<file path="config.mk">
export PLATFORM = sky130hd
export DESIGN_NAME = exc_ctrl
export DESIGN_NICKNAME = d
export VERILOG_FILES = /design/src/rtl/exc_ctrl.sv
export SDC_FILE = /design/constraint.sdc
export NUM_CORES = 1
export LEC_CHECK = 0
export CORE_ASPECT_RATIO = 0.7
export CORE_MARGIN = 4
export CORE_UTILIZATION = 34
export DETAILED_ROUTE_END_ITERATION = 7
export HOLD_SLACK_MARGIN = 0.08
export PLACE_DENSITY = 0.77
export SYNTH_ARGS = -nofsm -noshare
export SYNTH_HDL_FRONTEND = slang
export SYNTH_SLANG_ARGS = --single-unit
</file>
<file path="constraint.sdc">
create_clock -name clk -period 1.67 [get_ports clk]
set_input_delay 0.2505 -clock clk [delete_from_list [all_inputs] [get_ports clk]]
set_output_delay 0.2505 -clock clk [all_outputs]
set_load 0.005 [all_outputs]
</file>
<file path="src/rtl/exc_ctrl.sv">
// Exception/ERET sequencer: picks the highest-priority exception on an accepted EX
// instruction, waits for the data bus to drain, then issues one commit cycle and one kill cycle.
module exc_ctrl #(
    parameter logic [31:0] EXC_VECTOR = 32'hBFC00380
) (
    input  logic        clk,
    input  logic        rst,
    input  logic        ex_valid,
    output logic        ex_ready,
    input  logic [31:0] ex_pc,
    input  logic        ex_bd,
    input  logic        ex_fetch_adel,
    input  logic        ex_ri,
    input  logic        ex_ov,
    input  logic        ex_syscall,
    input  logic        ex_break,
    input  logic        ex_eret,
    input  logic        ex_mem_rd,
    input  logic        ex_mem_wr,
    input  logic [31:0] ex_mem_addr,
    input  logic [1:0]  ex_mem_size,
    input  logic        mem_busy,
    input  logic        int_req,
    input  logic [31:0] epc_in,
    output logic        exc_valid,
    output logic [4:0]  exc_code,
    output logic [31:0] exc_badvaddr,
    output logic [31:0] exc_pc,
    output logic        exc_bd,
    output logic        eret_flush,
    output logic        flush,
    output logic        redirect_valid,
    output logic [31:0] redirect_pc
);

    typedef enum logic [1:0] {
        IDLE   = 2'd0,
        DRAIN  = 2'd1,
        COMMIT = 2'd2,
        KILL   = 2'd3
    } state_e;

    state_e      state_q, state_d;
    logic [4:0]  code_q, code_d;
    logic [31:0] badv_q, badv_d;
    logic [31:0] pc_q, pc_d;
    logic        bd_q, bd_d;
    logic        eret_q, eret_d;

    logic        accept;
    logic        misaligned;
    logic        has_exc;
    logic [4:0]  cand_code;
    logic [31:0] cand_badv;

    assign accept = ex_valid && (state_q == IDLE);

    always_comb begin
        misaligned = 1'b0;
        if (ex_mem_size == 2'd1) misaligned = ex_mem_addr[0];
        else if (ex_mem_size == 2'd2) misaligned = (ex_mem_addr[1:0] != 2'b00);
    end

    // Priority chain, highest first; interrupts ride on the accepted instruction.
    always_comb begin
        has_exc   = 1'b1;
        cand_code = 5'd0;
        cand_badv = 32'd0;
        if (int_req) begin
            cand_code = 5'd0;
        end else if (ex_fetch_adel) begin
            cand_code = 5'd4;
            cand_badv = ex_pc;
        end else if (ex_ri) begin
            cand_code = 5'd10;
        end else if (ex_ov) begin
            cand_code = 5'd12;
        end else if (ex_syscall) begin
            cand_code = 5'd8;
        end else if (ex_break) begin
            cand_code = 5'd9;
        end else if (ex_mem_rd && misaligned) begin
            cand_code = 5'd4;
            cand_badv = ex_mem_addr;
        end else if (ex_mem_wr && misaligned) begin
            cand_code = 5'd5;
            cand_badv = ex_mem_addr;
        end else begin
            has_exc = 1'b0;
        end
    end

    always_comb begin
        state_d = state_q;
        code_d  = code_q;
        badv_d  = badv_q;
        pc_d    = pc_q;
        bd_d    = bd_q;
        eret_d  = eret_q;
        unique case (state_q)
            IDLE: begin
                if (accept && (has_exc || ex_eret)) begin
                    pc_d   = ex_pc;
                    bd_d   = ex_bd;
                    eret_d = ex_eret && !has_exc;
                    if (!has_exc) begin
                        code_d = 5'd0;
                        badv_d = 32'd0;
                    end else if (ex_eret) begin
                        // An eret that collides with any exception is reported as code 8.
                        code_d = 5'd8;
                        badv_d = 32'd0;
                    end else begin
                        code_d = cand_code;
                        badv_d = cand_badv;
                    end
                    state_d = mem_busy ? DRAIN : COMMIT;
                end
            end
            DRAIN:  if (!mem_busy) state_d = COMMIT;
            COMMIT: state_d = KILL;
            KILL:   state_d = IDLE;
            default: state_d = IDLE;
        endcase
    end

    always_ff @(posedge clk or negedge rst) begin
        if (!rst) begin
            state_q <= IDLE;
            code_q  <= 5'd0;
            badv_q  <= 32'd0;
            pc_q    <= 32'd0;
            bd_q    <= 1'b0;
            eret_q  <= 1'b0;
        end else begin
            state_q <= state_d;
            code_q  <= code_d;
            badv_q  <= badv_d;
            pc_q    <= pc_d;
            bd_q    <= bd_d;
            eret_q  <= eret_d;
        end
    end

    always_comb begin
        ex_ready       = (state_q == IDLE);
        exc_valid      = (state_q == COMMIT) && !eret_q;
        eret_flush     = (state_q == COMMIT) && eret_q;
        redirect_valid = (state_q == COMMIT);
        flush          = (state_q == COMMIT) || (state_q == KILL);
        redirect_pc    = 32'd0;
        if (state_q == COMMIT) redirect_pc = eret_q ? epc_in : EXC_VECTOR;
        exc_code       = code_q;
        exc_badvaddr   = badv_q;
        exc_pc         = pc_q;
        exc_bd         = bd_q;
    end

endmodule

</file>
# Word-level counts from Yosys, hierarchy flattened
# Index checks and enable logic that the tools add are counted.
[totals]
register_bits = 73
out_inout_bits = 107
input_bits = 112
[classes]
mux = 36
n_eq_ne = 7
n_reduce_logical = 15
[op_table]
columns = ["op", "count"]
rows = [
  ["2-to-1 mux 32 bit", 12],
  ["2-to-1 mux 4 bit", 6],
  ["2-to-1 mux 1 bit", 10],
  ["2-to-1 mux 5 bit", 2],
  ["case mux 2 bit (4 select lines)", 1],
  ["logical AND 1 bit", 7],
  ["== test 2 bit (second input constant)", 3],
  ["2-to-1 mux 2 bit", 3],
  ["2-to-1 mux 3 bit", 2],
  ["== test 2 x 1 -> 1 bit (second input constant)", 2],
  ["AND reduction 2 bit", 2],
  ["zero test 1 bit", 2],
  ["zero test 2 bit", 1],
  ["logical OR 1 bit", 2],
  ["!= test 2 x 1 -> 1 bit (second input constant)", 1],
  ["!= test 2 bit (second input constant)", 1],
  ["nonzero test 2 bit", 1],
]

# Depth between registers and ports, before layout
[logic_depth]
depth_word = 16
depth_mapped = 8
mapped_depth_nobuf = 6

# Worst setup path after synthesis
# OpenSTA, ideal clock, no wires.
[synth_timing]
path_type = "reg-to-reg"
startpoint = "register state_q[0]"
endpoint = "register badv_q[0] (netlist: exc_badvaddr[0])"
slack_ns = -0.121
period_less_slack_ns = 1.791
setup_time_ns = 0.126
path_stages_with_launch = 8
n_path_buf = 2
t_arrival_ns = 1.665
t_required_ns = 1.544
path_cell_list = "dfrtp_1 inv_1 ha_1 nand2_1 o21bai_2 buf_6 buf_6 a221o_1"
[synth_via]
elab_chain_len = 4
[synth_lines]
columns = ["item", "line", "source"]
rows = [
  ["start: declaration", "43", "state_e state_q, state_d;"],
  ["start signal: assignment", "136", "state_q <= state_d;"],
  ["zero test 2 bit (*)", "-", ""],
  ["net ex_ready", "9", "output logic ex_ready,"],
  ["logical AND 1 bit", "56", "assign accept = ex_valid && (state_q == IDLE);"],
  ["logical AND 1 bit", "102", "if (accept && (has_exc || ex_eret)) begin"],
  ["AND reduction 2 bit (no line) (*)", "-", ""],
  ["end signal: assignment", "138", "badv_q <= badv_d;"],
  ["end: declaration", "45", "logic [31:0] badv_q, badv_d;"],
]
# Mark *: on every way through the listed nets, which the timed path passes. The rest lies on a longest branch.
# A chain may end at the register's enable or synchronous reset.

# Worst setup path after layout
[layout_timing]
startpoint = "register state_q[1]"
endpoint = "register state_q[0]"
[layout_via]
elab_chain_len = 5
word_cells_on_any_way = 10
[layout_lines]
columns = ["item", "line"]
rows = [
  ["zero test 2 bit", "56, 100"],
  ["logical AND 1 bit", "56"],
  ["logical AND 1 bit", "102"],
  ["!= test 2 x 1 -> 1 bit (no line)", "-"],
  ["AND reduction 2 bit (no line)", "-"],
]
# Parallel ways exist; a longest one is shown, timed or not.

==> impl_metrics.yaml <==
status:
  status: "complete, but fails checks"
  violations: "negative setup slack"
worst_setup_path:
  worstPathCellList: "buf_6 -> inv_4 -> ha_4 -> nand2_4 -> o21bai_4 -> buf_6 -> buf_12 -> buf_8 -> o221a_1"
  critPathArrivalTime_ps: 2000
  crit_slowest_cell: "dfrtp_1"
  cp.required_ps: 1880
  max_stage_delay_ps: 430
  crit_top_cell: "buf_6"
  cp-start-kind: "register"
  critPathMaxFanout: 7
  worstSetupPathType: "reg -> reg"
  end_kind: "register"
cells_and_area:
  antenna_cells: 0
  fin_cells: 690
  mostFrequentLayoutCell: "clkdlybuf4s50_1"
  fillers: 779
  area_growth_pct: 88.3
  design_area_mm2: 0.00686
  final_cell_mix: "clkdlybuf4s50_1 (172), dfrtp_1 (72), and3_1 (48)"
  utilization_pct: 65.9
  final_nets: 670
  drive_gt1_share_pct: 31.0
timing:
  hold_viol_final: 0
  fmax_mhz: 559
  fin_ws_ps: -118
  slew_violations: 0
  whs_ps: 205
  fin_crit_sh_pct: 107
  finalSetupViolCount: 97
  rsz0062_at_grt: "yes"
  layout_min_cycle_time_ps: 1790
  fin_skew_ps: 6.74
placement:
  dp_hpwl_um: 9060
  gp_congestion: 0.815
  port_buffers: 217
  placedCellCount: 651
  placed_cell_area_mm2: 0.00616
synth:
  synth_compound_area_share_pct: 15.4
  synth_area_per_cell_um2: 12.4
  netlist_instances: 294
  synthMuxAreaShare_pct: 13.3
  synth_top_cell_area_share_pct: 49.5
  post_synth_xor_area_fraction_pct: 0.241
  syn_area_mm2: 0.00364
  syn_nets: 410
  synthSimpleGateAreaFrac_pct: 12.7
  yosysUniqueCellTypes: 37
  synthAdderAreaFrac_pct: 1.38
  synth_top_cells_by_area: "dfrtp_1 (50%), mux2_4 (12%), and3_1 (8.9%)"
  synth_top_family_by_area: "compound AO/OA/AOI/OAI gates"
  yosysTopAreaCell: "dfrtp_1"
  yosysWarnings: 0
  ys_seq_elements: 72
  ys_seq_area_share_pct: 49.5
power:
  pwr-share-comb_pct: 52.8
  p_leak_nw: 3.40
  switchingPower_w: 0.00296
  switching_share_pct: 29.5
  pwr-share-clk_pct: 19.0
  p_seq_share_pct: 28.3
  ir_drop_uv: 963
  p_int_w: 0.00708
  powerDensity_mw_per_mm2: 1470
detailed_routing:
  wl_met2_um: 6580
  viasPerCell: 5.14
  first_iter_violations: 135
  ant_nets: 0
  drc: 0
  wl_met3_um: 863
  top_layer: "met4"
  via_count: 3549
  dr.pass1.iters: 4
  wl_um: 13800
  wl_per_cell_um: 19.9
  wl_met1_um: 6040
cts:
  cts.clk_slew.worst_paths_ps: 60
  htreeDepth: 3
  worstSkewPairLatency_ps: 330
  cts_inserted_buffers: 9
  cts.sinks: 72
  cts_max_path_buffers: 2
  cts_tree: "yes"
  root_buffer: "clkbuf_16"
job:
  drv_cap: 0
global_route:
  grt_usage_pct: 20.8
  grt_pass1_wl_um: 20500
  grt_max_degree: 45
  antenna_found_initial: 0
  grt.overflow.total: 0
  grt_pass1_vias: 3723
die:
  start_util_pct: 35.0
  rows: 31
  io_pins: 219
  fp.dieArea_mm2: 0.0125
  fp.dieH_um: 94.6
  core_area_mm2: 0.0104
  die_w_um: 132
worst_hold_path:
  hold_class: "in -> reg"
==> registers in the layout (all words and copies together) (netlist names) <==
| name | count |
|---|---|
| eret_q | 1 |
| exc_badvaddr | 32 |
| exc_bd | 1 |
| exc_code | 4 |
| state_q | 2 |
| exc_pc | 32 |
==> cell families after synthesis <==
family / Yosys count
mux: 33
buf+inv: 44
flops: 72
compound gates: 64
fa+ha+maj: 4
other cells: 1
simple gates: 75
xor+xnor: 1
==> metrics by stage <==
step | setup slack, ps | TNS (ps) | total power, W
CTS | -186 | -10930 | 0.0100
global route | -187 | -12910 | 0.0105
global placement | -451 | -28550 | 0.00720
finish | -118 | -6800 | 0.0100
floorplan | 6.06 | 0 | 0.00468
detailed placement | -469 | -31730 | 0.00733
==> repair_timing <==
action | in CTS | in global routing
gates resized for setup | 190 | 37
pin swaps | 13 | 30
hold buffers | 1 | 0
gates cloned | 6 | 5
buffers inserted | 11 | 7
endpoints found under the setup margin | 107 | 107
endpoints found under the hold margin | 28 | 0
==> routing by layer <==
metal  up-vias  global-route usage (%)
li1       1621                       -
met1      1758                    26.6
met2       140                    33.7
met3        30                    6.98
met4         0                    6.47
met5         -                       0
==> synth_stat cells <==
cell and instances:
conb_1 1, a211oi_1 1, nor4_1 1, o21bai_2 1, nand2_1 7, o32a_1 1, o221a_1 1, and3_1 52
or2_2 1, inv_2 1, and2_1 1, a21boi_0 13, o221ai_1 1, a211o_1 1, nor2_1 4, clkbuf_1 13
buf_12 3, o21ai_1 2, nor2b_1 1, mux2_4 30, buf_4 4, mux2_1 3, nor3_2 2, nor3_1 3
a31oi_1 2, buf_6 5, inv_1 18, nand3b_1 2, ha_1 4, a221o_1 32, o22ai_4 1, dfrtp_1 72
xnor2_1 1, a22o_1 1, nor4_4 1, a21oi_1 1, o21ai_0 6
==> power groups by stage <==
stage | logic (W) | registers, W | clock network, W
after floorplan | 0.00186 | 0.00282 | 0
after global placement | 0.00438 | 0.00282 | 0
after detailed placement | 0.00451 | 0.00282 | 0
after CTS | 0.00528 | 0.00282 | 0.00195
after global routing | 0.00561 | 0.00291 | 0.00202
final | 0.00530 | 0.00284 | 0.00190
==> critical path: cells and delay by family (launching register included) <==
kind | cells | cell delay [ps]
AO/OA/AOI/OAI | 2 | 440
flip-flops | 1 | 430
AND/OR/NAND/NOR | 1 | 50
adder cells (fa/ha/maj) | 1 | 140
buffers and inverters | 5 | 600
==> path summary, 6_finish.rpt <==
check / startpoint / endpoint / slack [ps] / depth (start not counted)
worst max-delay path: state_q[1] / state_q[0] / -120 / 9
worst min-delay path: ex_mem_addr[1] / exc_badvaddr[1] / 210 / 2
worst max register to register: state_q[1] / state_q[0] / -120 / 9
worst min register to register: exc_code[1] / exc_code[1] / 490 / 2
max in group asynchronous: rst / exc_badvaddr[9] / 680 / 3
min in group asynchronous: rst / exc_badvaddr[30] / 410 / 2
==> final cells by class <==
class | instances | area [um^2] | area share, %
clock buffer | 10 | 239 | 3.49
clock inverter | 5 | 56.3 | 0.821
inverter | 19 | 73.8 | 1.08
multi-input combinational | 178 | 1720 | 25.2
sequential | 72 | 1800 | 26.3
tap | 132 | 165 | 2.41
timing repair buffer | 274 | 2800 | 40.8
No activity file was read; power rests on OpenSTA's default activity.
==> variant, RTL diff (config.mk and constraints unchanged) <==
Make the reset (`rst`) synchronous in one clocked block.
--- a/src/rtl/exc_ctrl.sv
+++ b/src/rtl/exc_ctrl.sv
@@ -125,5 +125,5 @@
     end
 
-    always_ff @(posedge clk or negedge rst) begin
+    always_ff @(posedge clk) begin
         if (!rst) begin
             state_q <= IDLE;
Formal check against the unedited RTL: differs if rst is asserted again (counterexample within 4 cycles, from zero or initial values and one cycle with rst low); with rst held inactive, the same outputs for 4 cycles.
==> variant against the original RTL <==
The flow still finishes with violations (setup timing); hold slack gained 0.16 ns; cell count up 15%; wire length rose by 5.2%; synthesized area down 5.0%; setup slack better by 0.055 ns; sequential cell count did not move; final area shrank 0.60%; non-clock buffer count increased by 3; total power decreased by 29%; core utilization is 3.6 points higher; first-iteration DRC count grew 26%; register-to-register slack better by 0.08 ns; combinational power is 43% lower.
==> variant: results (changes against the original RTL) <==
Detail Route met3 WL -> 1240 um (+44%)
amount of wire on met2 after detailed routing -> 6970 um (+6.0%)
VDD IR-drop max -> 0.678 mV (-30%)
xor and xnor area share after synthesis -> 0.253% (+0.013 points)
slowest stage delay, CP -> 0.32 ns (-0.11 ns)
violated checks -> setup timing
multiplexer share of the synthesized area -> 10.1% (-3.2 points)
dpl cells -> 758 (+16%)
dpl hpwl -> 9990 um (+10%)
GRT met2 Usage -> 39.2% (+5.4 points)
global-route wire length before repair -> 22,200 um (+8.4%)
clock tree skew after final layout -> 0.00605 ns (-0.000689 ns)
post-route met1 wirelength -> 6060 um (+0.33%)
total setup violations reported at the end of the flow -> 43 (-56%)
post-synthesis cell count -> 405 (+38%)
Post-Synth Adder-Cell Area -> 1.45% (+0.073 points)
total net switching power -> 0.00205 W (-31%)
synthesized net count -> 521 (+27%)
largest net degree at the start of global routing -> 39 (-13%)
slack of the critical path -> -0.0637 ns (+0.0546 ns)
filler-free cell count of the finished design -> 794 (+15%)
minimum setup slack after placement -> -0.517 ns (-0.0473 ns)
number of nets in the finished design -> 777 (+16%)
part of the Yosys area used for sequential elements -> 41.7% (-7.8 points)
share of synthesized registers carrying an async set or reset -> 0% (-100 points)
Detailed Route WL -> 14,500 um (+5.2%)
via count of the first global-routing pass -> 4,111 (+10%)
status -> complete, but fails checks
most frequent cells after synthesis -> dfxtp_1 (72), nand2_1 (72), inv_1 (54)
## variant: tightest hold or removal path: stages
cell and delay (ns):
dlymetal6s2s_1 0.17, inv_1 0.07, a31oi_1 0.06, o22ai_1 0.10
## variant: worst paths after layout
| path | start | endpoint | slack (ns) | cells past startpoint |
|---|---|---|---|---|
| setup / recovery | state_q[0] | redirect_pc[22] | -0.06 | 6 |
| hold / removal | ex_mem_rd | exc_code[0] | 0.37 | 4 |
| setup reg to reg | state_q[1] | exc_badvaddr[17] | -0.04 | 10 |
| hold reg to reg | exc_code[1] | exc_code[1] | 0.45 | 2 |
## variant: cell families (layout without fill, tap and decap cells)
group	after synthesis	after routing
adder cells (fa/ha/maj)	4	4
multiplexers	35	35
XOR/XNOR	1	1
AO/OA/AOI/OAI	94	94
buffers and inverters	86	347
other	1	1
flip-flops	72	72
AND/OR/NAND/NOR	112	112
## variant: power groups by stage
| stage | registers, W | clock network, W | logic [W] |
|---|---|---|---|
| CTS | 0.00204 | 0.00211 | 0.00285 |
| finish | 0.00204 | 0.00207 | 0.00303 |
| global placement | 0.00205 | 0 | 0.00233 |
| floorplan | 0.00207 | 0 | 0.000961 |
| global route | 0.00206 | 0.00218 | 0.00322 |
| detailed placement | 0.00206 | 0 | 0.00239 |
## variant: area by class of cell
cell class	count	area, sq um
inverters	54	205
well taps	128	160
fillers	747	2980
multi-input cells	247	1870
flip-flops and latches	72	1440
repair buffers	277	2810
clock inverters	6	82.6
clock buffers	10	239
## variant: repair_timing
item / 4_1_cts / 5_1_grt
setup endpoints to repair: 103 / 105
buffers inserted: 13 / 2
resized for setup: 206 / 47
pin swaps: 8 / 9
hold endpoints to repair: 0 / 0
cloned: 5 / 1
